<file path="src/rtl/tt_alu_accum.sv">
// Clocked ALU for the TinyTapeout user tile: registered results with valid pulse,
// persistent accumulator, saturating/wrapping arithmetic and an iterative multiplier.
module tt_alu_accum #(
   parameter int unsigned WIDTH = 8
) (
   input  logic             clk,
   input  logic             rst_n,
   input  logic             ena,
   input  logic [WIDTH-1:0] a,
   input  logic [WIDTH-1:0] b,
   input  logic [2:0]       op,
   input  logic             sat,
   input  logic             in_valid,
   input  logic             clear,
   output logic [WIDTH-1:0] y,
   output logic             flag,
   output logic             out_valid,
   output logic             busy
);

   localparam int unsigned CW = $clog2(WIDTH + 1);

   typedef enum logic [2:0] {
      OP_ADD   = 3'b000,
      OP_SUB   = 3'b001,
      OP_ACC   = 3'b010,
      OP_DEC   = 3'b011,
      OP_MUL   = 3'b100,
      OP_RDHI  = 3'b101,
      OP_RDACC = 3'b110,
      OP_NOP   = 3'b111
   } op_t;

   typedef enum logic {
      ST_IDLE,
      ST_MUL
   } state_t;

   state_t             state;
   logic [CW-1:0]      cnt;
   logic [2*WIDTH-1:0] prod;
   logic [WIDTH-1:0]   mcand;
   logic               sat_q;
   logic [WIDTH-1:0]   acc;
   logic [WIDTH-1:0]   hi;
   logic               pend_v;
   logic [WIDTH-1:0]   pend_y;
   logic               pend_f;
   logic [WIDTH-1:0]   y_q;
   logic               flag_q;
   logic               ov_q;
   logic               busy_q;

   op_t                op_c;
   logic               accept;
   logic [WIDTH:0]     add_s;
   logic [WIDTH:0]     sub_s;
   logic [WIDTH:0]     acc_add;
   logic [WIDTH:0]     acc_sub;
   logic [WIDTH-1:0]   alu_y;
   logic               alu_f;
   logic               acc_we;
   logic [WIDTH:0]     mul_sum;
   logic [2*WIDTH-1:0] prod_nx;
   logic [WIDTH-1:0]   prod_hi;
   logic [WIDTH-1:0]   prod_lo;

   assign op_c   = op_t'(op);
   assign accept = ena && in_valid && !busy_q && !clear;

   always_comb begin
      add_s   = {1'b0, a} + {1'b0, b};
      sub_s   = {1'b0, a} - {1'b0, b};
      acc_add = {1'b0, acc} + {1'b0, a};
      acc_sub = {1'b0, acc} - {1'b0, a};
      alu_y   = '0;
      alu_f   = 1'b0;
      acc_we  = 1'b0;
      case (op_c)
         OP_ADD: begin
            alu_y = (sat && add_s[WIDTH]) ? '1 : add_s[WIDTH-1:0];
            alu_f = add_s[WIDTH];
         end
         OP_SUB: begin
            alu_y = (sat && sub_s[WIDTH]) ? '0 : sub_s[WIDTH-1:0];
            alu_f = sub_s[WIDTH];
         end
         OP_ACC: begin
            alu_y  = (sat && acc_add[WIDTH]) ? '1 : acc_add[WIDTH-1:0];
            alu_f  = acc_add[WIDTH];
            acc_we = 1'b1;
         end
         OP_DEC: begin
            alu_y  = (sat && acc_sub[WIDTH]) ? '0 : acc_sub[WIDTH-1:0];
            alu_f  = acc_sub[WIDTH];
            acc_we = 1'b1;
         end
         OP_RDHI:  alu_y = hi;
         OP_RDACC: alu_y = acc;
         default: begin
            alu_y  = '0;
            alu_f  = 1'b0;
            acc_we = 1'b0;
         end
      endcase
   end

   // Shift-add step: conditionally add the multiplicand into the upper half,
   // then shift the whole product right; the multiplier drains out of the low half.
   always_comb begin
      mul_sum = {1'b0, prod[2*WIDTH-1:WIDTH]} + (prod[0] ? {1'b0, mcand} : '0);
      prod_nx = {mul_sum, prod[WIDTH-1:1]};
      prod_hi = prod_nx[2*WIDTH-1:WIDTH];
      prod_lo = prod_nx[WIDTH-1:0];
   end

   always_ff @(posedge clk or negedge rst_n) begin
      if (!rst_n) begin
         state  <= ST_IDLE;
         cnt    <= '0;
         prod   <= '0;
         mcand  <= '0;
         sat_q  <= 1'b0;
         acc    <= '0;
         hi     <= '0;
         pend_v <= 1'b0;
         pend_y <= '0;
         pend_f <= 1'b0;
         y_q    <= '0;
         flag_q <= 1'b0;
         ov_q   <= 1'b0;
         busy_q <= 1'b0;
      end else if (!ena) begin
         ov_q <= 1'b0;
      end else begin
         // Single-cycle results pass through one staging register so they
         // appear one edge after accept; acc itself updates at accept time.
         ov_q   <= pend_v;
         pend_v <= 1'b0;
         if (pend_v) begin
            y_q    <= pend_y;
            flag_q <= pend_f;
         end
         if (clear) begin
            acc    <= '0;
            hi     <= '0;
            state  <= ST_IDLE;
            busy_q <= 1'b0;
            cnt    <= '0;
         end else begin
            case (state)
               ST_IDLE: begin
                  if (accept) begin
                     if (op_c == OP_MUL) begin
                        state  <= ST_MUL;
                        busy_q <= 1'b1;
                        cnt    <= CW'(WIDTH);
                        mcand  <= a;
                        prod   <= {{WIDTH{1'b0}}, b};
                        sat_q  <= sat;
                     end else if (op_c != OP_NOP) begin
                        pend_v <= 1'b1;
                        pend_y <= alu_y;
                        pend_f <= alu_f;
                        if (acc_we) acc <= alu_y;
                     end
                  end
               end
               ST_MUL: begin
                  prod <= prod_nx;
                  cnt  <= cnt - 1'b1;
                  if (cnt == CW'(1)) begin
                     y_q    <= (sat_q && (prod_hi != '0)) ? '1 : prod_lo;
                     flag_q <= (prod_hi != '0);
                     hi     <= prod_hi;
                     ov_q   <= 1'b1;
                     busy_q <= 1'b0;
                     state  <= ST_IDLE;
                  end
               end
               default: state <= ST_IDLE;
            endcase
         end
      end
   end

   assign y         = y_q;
   assign flag      = flag_q;
   assign out_valid = ov_q & ena;
   assign busy      = busy_q;

endmodule
</file>
<file path="config.mk">
export PLATFORM = sky130hd
export DESIGN_NAME = tt_alu_accum
export DESIGN_NICKNAME = d
export VERILOG_FILES = /design/src/rtl/tt_alu_accum.sv
export SDC_FILE = /design/constraint.sdc
export NUM_CORES = 1
export LEC_CHECK = 0
export ABC_AREA = 1
export BUFFER_PORTS_ARGS = -buffer_cell sky130_fd_sc_hd__buf_2
export CORE_MARGIN = 3
export CORE_UTILIZATION = 40
export DETAILED_ROUTE_END_ITERATION = 16
export HOLD_SLACK_MARGIN = 0.05
export PLACE_DENSITY = 0.58
export SETUP_SLACK_MARGIN = 0.5
export SLEW_MARGIN = 20
export SYNTH_ARGS = -nofsm -noshare
export SYNTH_HDL_FRONTEND = slang
export SYNTH_SLANG_ARGS = --single-unit
</file>
<file path="constraint.sdc">
create_clock -name clk -period 3.1 [get_ports clk]
set_input_delay 0.155 -clock clk [delete_from_list [all_inputs] [get_ports clk]]
set_output_delay 0.155 -clock clk [all_outputs]
set_load 0.005 [all_outputs]
</file>
# == Word level (Yosys, flattened, before mapping) ==
# Cells that the tools add are included.
# totals
register_bits,67
in_bits,25
output_inout_bits,11
elab_cells,116
# op_classes
n_addsub,6
n_eq_ne,15
mux,52
bitwise_logic,4
n_reduce_logical,25
# ops
op,n
two-way mux 8 bit,19
case mux 8 bit (6 select lines),1
two-way mux 16 bit,2
case mux 16 bit (2 select lines),1
adder 8 x 8 -> 9 bit,3
two-way mux 1 bit,22
subtractor 8 x 8 -> 9 bit,2
two-way mux 4 bit,3
AND reduction 6 bit,2
nonzero test 2 bit,5
== test 3 bit (second input constant),3
inequality test 3 bit (second input constant),3
logical AND 1 bit,8
inequality test 2 bit (second input constant),4
case mux 4 bit (2 select lines),1
AND reduction 4 bit,2
nonzero test 8 bit,1
== test 3 x 2 -> 1 bit (second input constant),2
AND reduction 3 bit,2
AND reduction 5 bit,1
== test 4 x 1 -> 1 bit (second input constant),1
case mux 1 bit (2 select lines),2
case mux 1 bit (4 select lines),1
subtractor 4 x 1 -> 4 bit (second input constant),1
other kinds (7),10

# == Logic depth before layout (Yosys ltp) ==
# Gate-level depths: netlist of run 1.
# depth
word_depth,10
mapped_depth,18
depth_no_buf,17

# == Worst setup path before layout of run 1 ==
# No wires, ideal clock.
# synth_path
kind,register to register
from,register prod[0]
to,register y_q[3] (netlist: y[3])
setup_ns,0.117
t_arrival_ns,2.082
t_required_ns,2.983
path_slack_ns,0.901
path_stages_with_launch,16
path_buffers,1
synth_period_minus_slack_ns,2.199
path_cell_list,dfrtp_1 clkbuf_1 nand2_1 inv_1 ha_1 inv_1 fa_1 inv_1 nor2_1 nand3_1 nor3_1 nand2_1 nand2_2 nand2_1 nand2_1 nand2_1
# synth_via
elab_chain_len,8
# synth_rtl
item,line_no,text
from (decl),41,logic [2*WIDTH-1:0] prod;
from (signal assigned),159,"prod <= {{WIDTH{1'b0}}, b};"
from (signal assigned),170,prod <= prod_nx;
two-way mux 8 bit,111,"mul_sum = {1'b0, prod[2*WIDTH-1:WIDTH]} + (prod[0] ? {1'b0, mcand} : '0);"
adder 8 x 8 -> 9 bit,111,
nonzero test 8 bit,173,y_q <= (sat_q && (prod_hi != '0)) ? '1 : prod_lo;
logical AND 1 bit,173,
two-way mux 8 bit,173,
two-way mux 8 bit,172,if (cnt == CW'(1)) begin
two-way mux 8 bit,151,case (state)
two-way mux 8 bit,144,if (clear) begin
to (signal assigned),141,y_q <= pend_y;
to (signal assigned),173,
to (decl),49,logic [WIDTH-1:0] y_q;
# No other way between the ends.
# A chain may end at the register's enable or synchronous reset.

# == Worst setup path after layout of run 1 ==
# layout_path
from,register prod[0]
to,register y_q[4] (netlist: y[4])
# Same word-level chain as after synthesis.

==> results of run 1 <==
-- through the flow --
| step | cells | util, % |
|---|---|---|
| 2_1_floorplan | 802 | - |
| 5_1_grt | 1011 | 45.93 |
| 3_5_place_dp | 995 | 43.52 |
| 6_report | 1011 | 45.93 |
| 3_3_place_gp | 995 | 43.52 |
| 4_1_cts | 1010 | 45.83 |
-- worst max-delay path: cells and delay by family (launching register included) --
family / cells / cell delay (ps)
flip-flops: 1 / 410
AND/OR/NAND/NOR: 12 / 1060
buffers and inverters: 3 / 220
adder cells (fa/ha/maj): 2 / 600
-- cells in the final DEF, fill, tap and decap left out, types with 5 or more instances in the layout --
cell type  instances
dfrtp_1           66
a21oi_1           22
o21ai_1           19
nand2_1          255
inv_1            121
o22ai_1           21
a21oi_2            5
buf_2             35
nor2_1            47
fa_1               5
ha_1              42
xor2_1             8
nand3b_1           7
nand3_1           50
clkbuf_16          9
o21ai_0           26
nand4_1           13
o21bai_1           5
nor3_1             6
a31oi_1           13
inv_2             14
-- path summary, 6_finish.rpt --
kind                                              end  cells after the start  slack (ps)                 start
worst min-delay path              prod[2]$_DFFE_PN0P_                      3         130                  b[2]
worst min register to register   prod[10]$_DFFE_PN0P_                      2         490  prod[10]$_DFFE_PN0P_
min in group asynchronous        prod[12]$_DFFE_PN0P_                      2         410                 rst_n
worst max register to register       y[4]$_DFFE_PN0P_                     17         690   prod[0]$_DFFE_PN0P_
max in group asynchronous       pend_y[0]$_DFFE_PN0P_                      3        1720                 rst_n
worst max-delay path                 y[4]$_DFFE_PN0P_                     17         690   prod[0]$_DFFE_PN0P_
-- cell families after synthesis --
kind of cell               share of synthesized area, %
AOI/OAI and AO/OA                                 12.51
xor gates and xnor gates                          1.745
adders and majority gates                         11.33
buffers and inverters                             11.35
DFF                                               30.36
muxes                                            0.5664
and+or+nand+nor                                   32.15
-- state kept, by name (all words and copies together), names as in the netlist --
name	count
pend_v	1
busy	1
cnt	4
pend_f	1
prod	16
flag	1
mcand	8
sat_q	1
ov_q	1
pend_y	8
y	8
state	1
hi	8
acc	8
-- power groups by stage --
stage | Sequential (uW) | Clock (uW) | Combinational, uW
after floorplan | 1120 | 0 | 720
after global placement | 1170 | 0 | 955
after detailed placement | 1170 | 0 | 966
after CTS | 1160 | 1070 | 972
after global routing | 1180 | 1110 | 1130
final | 1160 | 1050 | 988
-- synth_stat cells (all sizes together) (5+ instances only) --
master	number
a21oi	28
xor2	8
nand3b	7
nor2	53
o22ai	21
nor3	8
dfrtp	67
nand4	14
clkbuf	5
buf	14
o21ai	45
nand2	261
ha	42
a31oi	14
fa	5
nand3	52
o21bai	5
inv	135
-- cell type report --
cell class                 instances  area (um^2)  area share, %
multi-input combinational        580         3224          52.59
sequential                        67         1678          27.37
inverter                         136        510.5          8.327
clock buffer                      11        232.7          3.796
tap                              176        220.2          3.592
timing repair buffer              38        200.2          3.265
clock inverter                     3        65.06          1.061
-- metal layers --
layer / track usage (%) / up-vias / share of wire, %
met5: 0 / - / 0
met4: 8.166 / 0 / 2.3
met3: 1.555 / 21 / 3.9
met2: 32.48 / 143 / 44
met1: 31.41 / 2436 / 49
li1: - / 2637 / -
-- timing repair --
item                                    4_1_cts  5_1_grt
buffers inserted                              0        1
gates resized for setup                       0        2
hold buffers                                  1        0
endpoints found under the setup margin        0        8
hold endpoints to repair                     28        0
==> metrics, run 1 <==
area of the mapped netlist=5523 um^2; sw power=1119 uW; Max Slew Vio Count=0; design area=6131 um^2; Cell Rows=42; Global Route Usage Sum=21.29%; Port-buffer cells=35; vias in the first global route=4877; Crit path required time=3310 ps; TritonCTS buffer count=9; VDD IR max=0.3264 mV; Total Power=3198 uW; endpoints failing setup=0; die area=15250 um^2; Final Hold Viols=0; via count=5237; Synth top area share=30.36%; first drt pass iteration count=7; clk slew on worst S/H paths=50 ps; synth warn=0; Post-DP Area=5809 um^2; post-synthesis sequential area ratio=30.36%; ant diodes=0; Fillers=1384; Syn Inst Count=802; synthesis-to-layout area growth=11.01%; post-DP HPWL=12340 um; CTS Root Buffer Type=clkbuf_16; share of cells above drive strength 1=10.78%; CTS H-Tree Depth=3; cell repeated most along the worst path=nand2_1; post-route ant nets=0; Clock power frac=32.7%; fin crit share=77.88%; Worst-Skew Late Latency=320 ps; unrepaired setup endpoints after global routing=no; Die H=123.5 um; global-route wire length before repair=25440 um; CP peak stage delay=410 ps; Longest Clk Path Bufs=2; number of synthesized register bits=67; main flop type after synthesis=dfrtp_1; Worst setup SP type=register; slowest stage cell, crit path=dfrtp_2; I/O pin count=36; Avg Vias per Cell=5.180; Worst Tran Pin Value=662.1 ps; initial core utilization=41.38%; final worst path period need=2414 ps; relative slew slack=55.86%; Max Freq=414.2 MHz; Pleak=0.003314 uW; Synth area leader=dfrtp_1; Total Wirelength=15570 um; Place WS=652.4 ps; final hold slack=130.5 ps; HP Class=input pin to register; CTS sink count=67; Cell Chain, Critical Path=nand2_1, inv_1, ha_1, inv_1, fa_1, inv_1, nand3_1, nand3_1, nand2_1, nand2_1, nand2_1, nor2_1, nand2_1, nand2_4, nand2_1, nand2_1, nand2_1; critical path class=register to register; Worst Clk Skew=5.095 ps; die width=123.5 um; Switching Fraction=34.98%; largest net degree at the start of global routing=40; endpoint class of the critical path=register; Placer Congestion=0.9917; Residual DRC=0; status=finished, final reports clean; initial antenna violation count=0; Setup WS post-layout=685.7 ps; setup TNS=0 ps; CTS tree=built; internal power=2080 uW; nets@finish=904; Congestion Overflow GR=0; Comb power frac=30.9%; pwr dens=521.7 nW/um^2; Iter 0 DRT Violations=426; drt wl/cell=15.40 um; Syn Nets=874; Max FO, Critical Path=8; CP Data Arrival Time=2630 ps; Flop pwr share=36.4%; post-synth cell types=46; max cap viols=0; Core Area=13350 um^2; Post-synth EDFFs=0; Syn Area/Cell=6.886 um^2; Synth area leaders=dfrtp_1, nand2_1, ha_1; ys async rst share=100.0%
No activity file was read; power rests on OpenSTA's default activity.
==> run 2, diff against run 1 <==
--- a/config.mk
+++ b/config.mk
@@ -5,13 +5,13 @@
 export SDC_FILE = /design/constraint.sdc
 export NUM_CORES = 1
 export LEC_CHECK = 0
-export ABC_AREA = 1
+export ABC_AREA = 0
 export BUFFER_PORTS_ARGS = -buffer_cell sky130_fd_sc_hd__buf_2
 export CORE_MARGIN = 3
 export CORE_UTILIZATION = 40
 export DETAILED_ROUTE_END_ITERATION = 16
 export HOLD_SLACK_MARGIN = 0.05
-export PLACE_DENSITY = 0.58
+export PLACE_DENSITY = 0.6
 export SETUP_SLACK_MARGIN = 0.5
 export SLEW_MARGIN = 20
 export SYNTH_ARGS = -nofsm -noshare
==> constraint.sdc (replaced) <==
create_clock -name clk -period 2.2 [get_ports clk]
set_input_delay 0.11 -clock clk [delete_from_list [all_inputs] [get_ports clk]]
set_output_delay 0.11 -clock clk [all_outputs]
set_load 0.005 [all_outputs]
==> run 2 against run 1 <==
The run now ends with negative setup slack left; cell count fell by 8.6%; clock power rose by 26%; global-route usage rose by 2.8 points; critical endpoint is now y[5]$_DFFE_PN0P_; wire length rose by 8.4%; highest routed layer unchanged; via count fell by 3.2%.
==> metrics, run 2 <==
Syn Area/Cell=8.708 um^2 (+26%); Residual DRC=0 (unchanged); Congestion Overflow GR=0 (unchanged); Syn Nets=664 (-24%); area of the mapped netlist=5155 um^2 (-6.7%); commonest non-fill, non-tap cells in the layout=buf_4, dfrtp_1, nand2_1; Longest Clk Path Bufs=2 (unchanged); unrepaired setup endpoints after global routing=yes; Cells after DPL=889 (-11%); endpoint class of the critical path=register; failing checks=negative setup slack; Final Hold Viols=0 (unchanged); most common cell after layout, fill and taps aside=buf_4; Setup WS post-layout=-445.0 ps (-1131 ps); Port-buffer cells=35 (unchanged); status=finished, violations left; CP top delay family=compound AO/OA/AOI/OAI gates; Worst setup startpoint=prod[0]$_DFFE_PN0P_; CTS Root Buffer Type=clkbuf_16; Global Route Usage Sum=24.10% (+2.8 points); drt wl/cell=18.27 um (+19%); CTS H-Tree Depth=3 (unchanged); clk slew on worst S/H paths=60 ps (about the same); initial core utilization=41.87% (+0.49 points); Clock power frac=29.2% (-3.5 points); Core Area=12310 um^2 (-7.8%); WP buf/inv=2 (-1); relative slew slack=32.10% (-24 points); CTS sink count=67 (unchanged); Reg with most FFs=prod; Comb power frac=34.7% (+3.8 points); main flop type after synthesis=dfrtp_1; share of cells above drive strength 1=38.49% (+28 points); Worst Clk Skew=4.450 ps (-0.6452 ps); die area=14290 um^2 (-6.3%); first drt pass iteration count=5 (-2); fin crit share=120.2% (+42 points); Fillers=1141 (-18%); I/O pin count=36 (unchanged); post-DP HPWL=12990 um (+5.3%); synthesis-to-layout area growth=41.94%; Worst-Skew Late Latency=330 ps (about the same); Syn Inst Count=592 (-26%); post-synthesis sequential area ratio=32.52% (+2.2 points); Worst setup SP type=register; Total Wirelength=16890 um (+8.4%); Post-synth EDFFs=0 (unchanged); VDD IR max=0.4150 mV (+27%); non-filler cells, final=924 (-8.6%); max FFs per register=16 (unchanged); Pleak=0.003326 uW (+0.37%); critical path depth=12 (-5); reg2reg setup slack=-450 ps (-1130 ps); sw power=1500 uW (+34%); endpoints failing setup=28 (+28); startpoint of the worst register-to-register path=prod[0]$_DFFE_PN0P_; Synth area leader=dfrtp_1; Placer Congestion=0.9082 (-8.4%); CP peak stage delay=390 ps (-20 ps); Avg Vias per Cell=5.485 (+5.9%); number of synthesized register bits=67 (unchanged); pwr dens=620.5 nW/um^2 (+19%); Total Power=4541 uW (+42%); max cap viols=0 (unchanged); HP Class=input pin to register; nets@finish=823 (-9.0%); Crit path required time=2410 ps (-900 ps); Switching Fraction=33.03% (-1.9 points); ant diodes=0 (unchanged); setup TNS=-6019 ps (-6019 ps); Iter 0 DRT Violations=362 (-15%); ys async rst share=100.0% (unchanged); initial antenna violation count=0 (unchanged); largest net degree at the start of global routing=44 (+10%); Max FO, Critical Path=8 (unchanged); Place WS=-461.7 ps (-1114 ps); Max Slew Vio Count=0 (unchanged); register area=1678 um^2 (unchanged); Worst Reg-to-Reg Cells=12 (-5); most repeated cell in the gate-level netlist after synthesis=dfrtp_1; crit path capture=y[5]$_DFFE_PN0P_; Flop pwr share=36.1% (-0.3 points); final hold slack=95.83 ps (-34.65 ps); final worst path period need=2645 ps (+230.7 ps); Cell Rows=40 (-4.8%); TritonCTS buffer count=9 (unchanged); Worst Tran Pin Value=1012 ps (+349.6 ps); vias in the first global route=5277 (+8.2%); CTS tree=built; CP Data Arrival Time=2860 ps (+230 ps); Synth top area share=32.52% (+2.2 points); Cell Chain, Critical Path=and2_1, ha_2, inv_2, fa_2, nor2b_4, o31a_4, o21a_1, o31ai_2, nor3b_2, and4_4, buf_12, a211oi_2; area of the multi-input gates=3687 um^2 (+14%); die width=119.5 um (-3.2%); Synth top cells by count=dfrtp_1, nand2_1, o21ai_0; Max Freq=378.1 MHz (-8.7%); FF-to-FF End=y[5]$_DFFE_PN0P_; synth warn=0 (unchanged); Die H=119.5 um (-3.2%); via count=5068 (-3.2%); Synth area leaders=dfrtp_1, ha_1, o21ai_0; post-route ant nets=0 (unchanged); post-synth cell types=68 (+48%); slowest stage cell, crit path=dfrtp_1; critical path class=register to register; internal power=3041 uW (+46%); global-route wire length before repair=27080 um (+6.4%)
[run 2: cell types whose count changed in the layout (fill, tap and decap cells not counted), sizes merged, moves of 13 or more]
cell and delta:
buf +133, nand2b +15, nand3 -43, nand4 -14
nand2 -208, nor2b +18, a211oi +13, o21ai +18
inv -92
[run 2: kinds of logic (layout without fill, tap and decap cells)]
family | after synthesis | in the layout | synth area share [%]
simple gates | 193 | 193 | 18.83
xor+xnor | 17 | 17 | 2.888
fa+ha+maj | 47 | 47 | 12.14
flops | 67 | 67 | 32.52
compound gates | 190 | 190 | 26.02
buf+inv | 66 | 230 | 5.218
mux | 12 | 12 | 2.379
[run 2: metal layers]
| metal | wire, um | track usage (%) |
|---|---|---|
| met1 | 7205 | 30.12 |
| met2 | 8499 | 41.81 |
| met3 | 723 | 4.383 |
| met4 | 459 | 8.375 |
| met5 | 0 | 0 |
[run 2: through the flow]
| step | instance area (um^2) | utilization, % |
|---|---|---|
| after floorplan | 5261 | - |
| final | 7317 | 59.43 |
| after detailed placement | 6442 | 52.33 |
| after global placement | 6442 | 52.33 |
| after global routing | 7317 | 59.43 |
| after CTS | 7179 | 58.31 |
[run 2: area by class of cell]
| type | count | share of cell area (%) |
|---|---|---|
| clock buffer | 11 | 3.317 |
| clock inverter | 5 | 0.3933 |
| inverter | 43 | 2.206 |
| multi-input combinational | 459 | 50.39 |
| sequential | 67 | 22.93 |
| tap | 168 | 2.873 |
| timing repair buffer | 171 | 17.89 |
[run 2: worst min-delay path by stage]
stage / slack [ps] / startpoint / to / depth (start not counted)
after floorplan: -190 / rst_n / acc[0]$_DFFE_PN0P_ / 0
after global placement: 150 / rst_n / mcand[2]$_DFFE_PN0P_ / 1
after detailed placement: 160 / rst_n / mcand[3]$_DFFE_PN0P_ / 1
after CTS: 70 / clear / busy$_DFFE_PN0P_ / 2
after global routing: 100 / clear / cnt[2]$_DFFE_PN0P_ / 2
final: 100 / clear / busy$_DFFE_PN0P_ / 2
[run 2: power by group through the flow]
stage,clock network (uW),logic (uW),registers [uW]
3_3_place_gp,0,1350,1640
3_5_place_dp,0,1380,1650
4_1_cts,1350,1520,1640
6_report,1320,1580,1640
5_1_grt,1410,1730,1660
2_1_floorplan,0,802,1610
[run 2: what timing repair did]
| action | 4_1_cts | 5_1_grt |
|---|---|---|
| buffers inserted | 13 | 5 |
| resized for setup | 72 | 28 |
| hold buffers | 1 | 0 |
| setup endpoints to repair | 40 | 61 |
| gates cloned | 0 | 0 |
| endpoints found under the hold margin | 24 | 0 |
| pin swaps | 30 | 23 |
